<file path="src/rtl/rx_timer.sv">
// UART receive bit-timing generator: mid-bit sample strobes per frame,
// plus a frame-complete pulse once the stop bit has been sampled.
module rx_timer (
  input  logic        clk,
  input  logic        n_rst,
  input  logic        enable_timer,
  input  logic [13:0] bit_period,
  input  logic [3:0]  data_size,
  output logic        shift_enable,
  output logic        packet_done
);

  typedef enum logic [1:0] {
    IDLE,
    COUNT,
    FINISH,
    HOLD
  } state_t;

  state_t      r_state;
  logic [13:0] r_clk_cnt;
  logic [13:0] r_bp;
  logic [3:0]  r_bit_cnt;
  logic [3:0]  r_ds;

  logic [13:0] w_mid;
  logic [13:0] w_bp_clamp;
  logic [3:0]  w_ds_clamp;
  logic        w_bit_end;
  logic        w_sample;
  logic        w_last;

  assign w_mid      = r_bp >> 1;
  assign w_bp_clamp = (bit_period < 14'd4) ? 14'd4 : bit_period;
  assign w_ds_clamp = (data_size < 4'd5 || data_size > 4'd8)
                    ? 4'd8 : data_size;

  assign w_bit_end = (r_clk_cnt == r_bp - 14'd1);
  // Start bit (bit_cnt 0) is never sampled.
  assign w_sample  = (r_state == COUNT) && (r_bit_cnt != 4'd0)
                  && (r_clk_cnt == w_mid);
  assign w_last    = w_sample && (r_bit_cnt == r_ds + 4'd1);

  assign shift_enable = enable_timer & w_sample;
  assign packet_done  = enable_timer & (r_state == FINISH);

  always_ff @(posedge clk or negedge n_rst) begin
    if (!n_rst) begin
      r_state   <= IDLE;
      r_clk_cnt <= '0;
      r_bit_cnt <= '0;
      r_bp      <= 14'd4;
      r_ds      <= 4'd8;
    end else if (!enable_timer) begin
      r_state   <= IDLE;
      r_clk_cnt <= '0;
      r_bit_cnt <= '0;
    end else begin
      case (r_state)
        IDLE: begin
          r_state   <= COUNT;
          r_bp      <= w_bp_clamp;
          r_ds      <= w_ds_clamp;
          r_clk_cnt <= '0;
          r_bit_cnt <= '0;
        end
        COUNT: begin
          if (w_last) begin
            r_state   <= FINISH;
            r_clk_cnt <= '0;
            r_bit_cnt <= '0;
          end else if (w_bit_end) begin
            r_clk_cnt <= '0;
            r_bit_cnt <= r_bit_cnt + 4'd1;
          end else begin
            r_clk_cnt <= r_clk_cnt + 14'd1;
          end
        end
        FINISH: r_state <= HOLD;
        HOLD:   r_state <= HOLD;
        default: r_state <= IDLE;
      endcase
    end
  end

endmodule

</file>
<file path="config.mk">
export PLATFORM = sky130hd
export DESIGN_NAME = rx_timer
export DESIGN_NICKNAME = d
export VERILOG_FILES = /design/src/rtl/rx_timer.sv
export SDC_FILE = /design/constraint.sdc
export NUM_CORES = 1
export LEC_CHECK = 0
export CAP_MARGIN = 20
export CORE_ASPECT_RATIO = 1.25
export CORE_MARGIN = 8
export CORE_UTILIZATION = 41
export CTS_CLUSTER_DIAMETER = 100
export DETAILED_ROUTE_END_ITERATION = 10
export GPL_ROUTABILITY_DRIVEN = 0
export PLACE_DENSITY = 0.67
export SLEW_MARGIN = 20
export SYNTH_ARGS = -nofsm -noshare
export SYNTH_HDL_FRONTEND = slang
export SYNTH_SLANG_ARGS = --single-unit
</file>
<file path="constraint.sdc">
create_clock -name clk -period 7.5 [get_ports clk]
set_input_delay 2.25 -clock clk [delete_from_list [all_inputs] [get_ports clk]]
set_output_delay 2.25 -clock clk [all_outputs]
set_load 0.005 [all_outputs]
</file>
==> results of run 1 <==
final cells by class:
class / count / area (µm²) / area share, %
multi-input cells: 231 / 1440 / 50.5
flip-flops and latches: 38 / 953 / 33.4
repair buffers: 23 / 223 / 7.80
well taps: 85 / 106 / 3.72
clock buffers: 5 / 68.8 / 2.41
clock inverters: 3 / 40.0 / 1.40
inverters: 6 / 22.5 / 0.789
cell usage after synthesis (2+ instances only):
library cell | n | area share, %
nand2_1 | 57 | 8.6
dfrtp_1 | 36 | 36
xnor2_1 | 29 | 10
nor2_1 | 28 | 4.2
clkbuf_1 | 17 | 2.6
xor2_1 | 16 | 5.6
nand3_1 | 11 | 2.2
nor4_1 | 10 | 2.5
nor3_1 | 9 | 1.8
o21ai_0 | 7 | 1.4
inv_1 | 6 | 0.90
a21oi_1 | 5 | 1.0
ha_1 | 5 | 2.5
nand4_1 | 4 | 1.0
nor3b_1 | 4 | 1.2
a21o_1 | 3 | 0.90
a22o_1 | 3 | 1.1
and2_1 | 3 | 0.75
nor2b_1 | 3 | 0.75
o31ai_1 | 3 | 0.90
or3_1 | 3 | 0.75
a2111o_1 | 2 | 0.90
a32oi_1 | 2 | 0.70
dfstp_2 | 2 | 2.1
nand3b_1 | 2 | 0.60
worst max path at each step:
stage               slack (ns)    startpoint          end
finish                    1.69  enable_timer  packet_done
global route              1.59  enable_timer  packet_done
CTS                       1.68  enable_timer  packet_done
detailed placement        1.69  enable_timer  packet_done
global placement          1.70  enable_timer  packet_done
floorplan                 2.82  enable_timer  packet_done
per-stage QoR:
| stage | hold WS (ns) | area, µm² |
|---|---|---|
| after floorplan | 0.466 | 2500 |
| after global placement | 0.511 | 2750 |
| after detailed placement | 0.518 | 2750 |
| after CTS | 0.531 | 2860 |
| after global routing | 0.565 | 2860 |
| final | 0.523 | 2860 |
power by group through the flow:
stage / sequential (mW) / combinational [mW] / clock, mW
2_1_floorplan: 0.231 / 0.0802 / 0
3_5_place_dp: 0.247 / 0.0944 / 0
3_3_place_gp: 0.247 / 0.0924 / 0
4_1_cts: 0.243 / 0.0950 / 0.176
6_report: 0.243 / 0.0941 / 0.172
5_1_grt: 0.246 / 0.106 / 0.183
cells by family (layout without fill, tap and decap cells):
family                     Yosys count  count (layout)  synth area share, %
and+or+nand+nor                    144             144                 28.2
xor gates and xnor gates            45              45                 15.8
DFF                                 38              38                 38.1
AOI/OAI and AO/OA                   36              36                 10.8
buffers and inverters               26              37                 4.25
adders and majority gates            5               5                 2.50
muxes                                1               1                0.400
placed cells by master, fill, tap and decap left out, types with 7 or more instances in the layout:
master           Yosys  routed
xnor2_1             29      29
nand2_1             57      57
dfrtp_1             36      36
nor4_1              10      10
clkdlybuf4s50_1      0      21
nand3_1             11      11
nor3_1               9       9
nor2_1              28      28
o21ai_0              7       7
xor2_1              16      16
worst min-delay path, cell delays in order (launching register included):
cell     delay (ns)
dfstp_2        0.38
nor2_1         0.09
nor2_1         0.05
per-layer routing:
metal	up-vias	track usage [%]	part of all wire [%]
li1	1024	-	-
met1	981	15.4	43
met2	23	25.0	53
met3	10	2.61	2.8
met4	0	6.49	1.9
met5	-	0	0
state kept, by name (all words and copies together) (netlist names):
name       cells
r_bp          14
r_clk_cnt     14
r_bit_cnt      4
r_ds           4
r_state        2
==> run_results.csv, run 1 <==
group,metric,value,unit
timing,slew_headroom,43.7,%
cells_and_area,fin_cells,391,
global_route,grt_pass1_wl,9.75,mm
worst_setup_path,worst_ep_required_time,5.25,ns
global_route,antenna_found_initial,0,
placed_design,dp_hpwl,4.28,mm
cells_and_area,antenna_cells,0,
die,die_width,85.9,µm
clocking,cts_num_sinks,38,
global_route,grt_pass1_vias,2053,
synthesis,synthesis.area,2500,µm²
cells_and_area,area_growth,14.2,%
die,row_count,32,
detailed_routing,drc,0,
cells_and_area,post-route-util,47.2,%
detailed_routing,vias_per_cell,5.21,
worst_setup_path,rr_startpoint,"r_bp[0]$_DFFE_PN0P_",
pwr,peakVddDrop,0.0757,mV
timing,setup_viol_count_final,0,
worst_setup_path,path_cells,"clkdlybuf4s50_1 -> nand2_1 -> nor2_1 -> clkdlybuf4s50_1",
timing,clock.fmax,172,MHz
worst_setup_path,critPathTopFamily,"buffers and inverters",
clocking,cts-htree-levels,2,
worst_setup_path,worstSetupPathDepth,4,
pwr,powerDensity,178,nW/µm²
synthesis,avgSynthCellArea,8.48,µm²
worst_setup_path,cpMostUsedCell,"clkdlybuf4s50_1",
detailed_routing,dr.pass1.iters,4,
worst_hold_path,min_to,"r_ds[3]$_DFFE_PN1P_",
timing,timing.final.crit_share,77.4,%
die,core,6050,µm²
timing,worst_slack,1.69,ns
detailed_routing,via_count,2038,
pwr,pwr-share-clk,33.8,%
clocking,cts_made_buffers,5,
clocking,clock_latency,0.29,ns
timing,report.final.slew_viol_count,0,
placed_design,pre_cts_ws,1.69,ns
die,die_y,103,µm
global_route,grt_use_total,13.9,%
clocking,cts_setup_buffers,0,
synthesis,synth_ff_type,"dfrtp_1",
die,io-pin-count,23,
worst_setup_path,critPathMaxStageDelay,0.56,ns
worst_setup_path,reg2reg_depth,9,
worst_setup_path,r2r_slack,4.27,ns
synthesis,syn_nets,321,
pwr,swShare,28.7,%
job,cap_viol_max_count,0,
worst_setup_path,crit_path_end_kind,"primary output",
timing,finalHoldViolations,0,
worst_setup_path,cp-start-kind,"primary input",
clocking,cts_resized,0,
pwr,p_leak,1.17,nW
worst_setup_path,cp.buffers_inverters,2,
global_route,grt_max_degree,39,
cells_and_area,nNetsFinal,331,
synthesis,synth_warnings,0,
timing,min_period,5.81,ns
worst_setup_path,r2r-end,"r_clk_cnt[12]$_DFFE_PN0P_",
synthesis,synth_cell_types,50,
timing,worst_pin_slew,0.845,ns
worst_hold_path,min_path_cells,2,
worst_setup_path,cp.arrival,3.56,ns
placed_design,place_inst,383,
detailed_routing,drt_wl_total,5.61,mm
synthesis,ys_ff_latch,38,
worst_hold_path,hp-start,"r_ds[3]$_DFFE_PN1P_",
clocking,hold_buffers,0,
run_status,outcome,"finished clean",
detailed_routing,ant_nets,0,
pwr,power_frac_comb,18.5,%
pwr,p_total,0.509,mW
die,initial_core_util,41.4,%
detailed_routing,routedWlPerCell,14.3,µm
synthesis,ys_seq_area_share,38.1,%
timing,rsz0062_at_grt,"no",
timing,fin_skew,0.00786,ns
detailed_routing,drt_iter0_markers,79,
clocking,clk_pin_slew_worst_paths,0.08,ns
synthesis,synth_edf_count,0,
global_route,gr-total-overflow,0,
pwr,seq_power_share,47.7,%
cells_and_area,fillCellCount,601,
worst_hold_path,hp-class,"reg -> reg",
pwr,p_sw,0.146,mW
pwr,p_int,0.363,mW
die,die_area,8870,µm²
synthesis,async_flop_share,100,%
placed_design,portBuffers,22,
clocking,cts-root-buf,"clkbuf_8",
cells_and_area,drive_gt1_share,6.21,%
worst_setup_path,crit_fanout,8,
timing,tns,0,ns
synthesis,synthCells,295,
clocking,cts_buffer_depth,2,
worst_setup_path,cpMaxStageDelayCell,"clkdlybuf4s50_1",
worst_setup_path,critical_path_class,"in -> out",
clocking,cts_tree,"done",
Note: power is estimated with default switching activity, not from simulation.
==> inputs of run 2 (changes only) <==
PLACE_DENSITY = 0.69   (was 0.67)
clock period = 4.95 ns   (was 7.5 ns; I/O delays follow)
==> run_results.csv, run 2 (synthesized netlist as in run 1, its figures left out) <==
group,metric,value,unit
run_status,outcome,"finished clean",
timing,slew_headroom,37.8,%
placed_design,dp_hpwl,4.17,mm
worst_setup_path,critPathTopFamily,"buffers and inverters",
global_route,grt_pass1_vias,2052,
cells_and_area,area_growth,13.5,%
timing,holdWs,0.519,ns
detailed_routing,drc,0,
cells_and_area,reg_top3,"r_bp (14), r_clk_cnt (14)",
global_route,grt_pass1_wl,9.64,mm
worst_setup_path,cp.buffers_inverters,2,
timing,fin_skew,0.0107,ns
global_route,gr-total-overflow,0,
timing,finalHoldViolations,0,
job,cap_viol_max_count,0,
placed_design,portBuffers,22,
global_route,antenna_found_initial,0,
timing,tns,0,ns
worst_setup_path,cpMostUsedCell,"clkdlybuf4s50_1",
detailed_routing,vias_per_cell,5.21,
die,die_y,103,µm
global_route,grt_max_degree,39,
clocking,cts_num_sinks,38,
worst_setup_path,crit_path_end_kind,"primary output",
timing,report.final.slew_viol_count,0,
clocking,cts_made_buffers,5,
worst_setup_path,critical_path_class,"in -> out",
cells_and_area,mostFrequentLayoutCells,"nand2_1 (57), dfrtp_1 (36), xnor2_1 (29), nor2_1 (28), clkdlybuf4s50_1 (21)",
cells_and_area,fillCellCount,590,
worst_setup_path,crit_fanout,8,
detailed_routing,routedWlPerCell,14.1,µm
timing,rsz0062_at_grt,"no",
pwr,p_leak,1.16,nW
timing,clock.fmax,233,MHz
clocking,clk_pin_slew_worst_paths,0.08,ns
clocking,hold_buffers,0,
clocking,clock_latency,0.30,ns
detailed_routing,drt_wl_total,5.49,mm
cells_and_area,nNetsFinal,330,
cells_and_area,antenna_cells,0,
worst_setup_path,cpMaxStageDelayCell,"clkdlybuf4s50_1",
die,core,6050,µm²
timing,setup_viol_count_final,0,
detailed_routing,ant_nets,0,
detailed_routing,drt_iter0_markers,105,
clocking,cts_resized,0,
die,row_count,32,
worst_hold_path,hp-class,"reg -> reg",
cells_and_area,mostFrequentLayoutCell,"nand2_1",
timing,worst_pin_slew,0.929,ns
clocking,cts_buffer_depth,2,
worst_setup_path,path_cells,"clkdlybuf4s50_1 -> nand2_1 -> nor2_1 -> clkdlybuf4s50_1",
global_route,grt_use_total,13.7,%
clocking,cts-htree-levels,2,
cells_and_area,drive_gt1_share,6.23,%
detailed_routing,via_count,2032,
clocking,cts-root-buf,"clkbuf_8",
pwr,peakVddDrop,0.107,mV
die,io-pin-count,23,
timing,timing.final.crit_share,86.9,%
cells_and_area,ff_latch_area,953,µm²
die,initial_core_util,41.4,%
worst_setup_path,cp.arrival,2.82,ns
die,die_width,85.9,µm
pwr,powerDensity,257,nW/µm²
cells_and_area,multi_input_area,1450,µm²
worst_setup_path,critPathMaxStageDelay,0.57,ns
timing,min_period,4.30,ns
detailed_routing,dr.pass1.iters,4,
worst_setup_path,worst_ep_required_time,3.46,ns
clocking,cts_tree,"done",
cells_and_area,post-route-util,47.0,%
clocking,cts_setup_buffers,0,
worst_setup_path,cp-start-kind,"primary input",
die,die_area,8870,µm²
## run 2: where the power goes
| group | internal (mW) | switching [mW] |
|---|---|---|
| registers | 0.331 | 0.0369 |
| logic | 0.0703 | 0.0721 |
| clock network | 0.112 | 0.108 |
## run 2: path summary, 6_finish.rpt
check                      cells past startpoint           startpoint  slack [ns]                       end
max reg2reg                                    9  r_bp[0]$_DFFE_PN0P_        1.76  r_clk_cnt[4]$_DFFE_PN0P_
min reg2reg                                    2  r_ds[3]$_DFFE_PN1P_        0.52       r_ds[3]$_DFFE_PN1P_
min in group asynchronous                      1                n_rst        1.30       r_bp[4]$_DFFE_PN0P_
max in group asynchronous                      1                n_rst        3.11  r_bit_cnt[2]$_DFFE_PN0P_
min                                            2  r_ds[3]$_DFFE_PN1P_        0.52       r_ds[3]$_DFFE_PN1P_
max                                            4         enable_timer        0.65               packet_done
## run 2: metrics by stage
stage               cell area (µm²)  setup slack, ns  std cells  power (mW)
floorplan                      2500             1.80        295       0.471
global placement               2740            0.683        382       0.514
detailed placement             2740            0.659        382       0.517
CTS                            2840            0.651        390       0.740
global route                   2840            0.561        390       0.773
finish                         2840            0.650        390       0.731
## run 2: final cells by class
cell class,instances,share of cell area (%)
clock buffer,6,2.91
clock inverter,2,0.441
inverter,6,0.793
multi-input combinational,231,50.9
sequential,38,33.6
tap,85,3.75
timing repair buffer,22,7.58
## run 2: worst reg2reg max path, cell delays in order, from the launching register on
cell and delay (ns):
dfrtp_1 0.42, inv_1 0.09, ha_1 0.26, or4b_2 0.69, a2111o_1 0.32, a21oi_1 0.12, a41oi_1 0.10, or4_4 0.64
a21oi_4 0.33, nor2_1 0.09
## run 2: per-layer routing
layer | vias up | wire [µm] | track usage, %
li1 | 1029 | - | -
met1 | 981 | 2470 | 15.8
met2 | 15 | 2820 | 24.0
met3 | 7 | 99 | 2.06
met4 | 0 | 102 | 6.89
met5 | - | 0 | 0
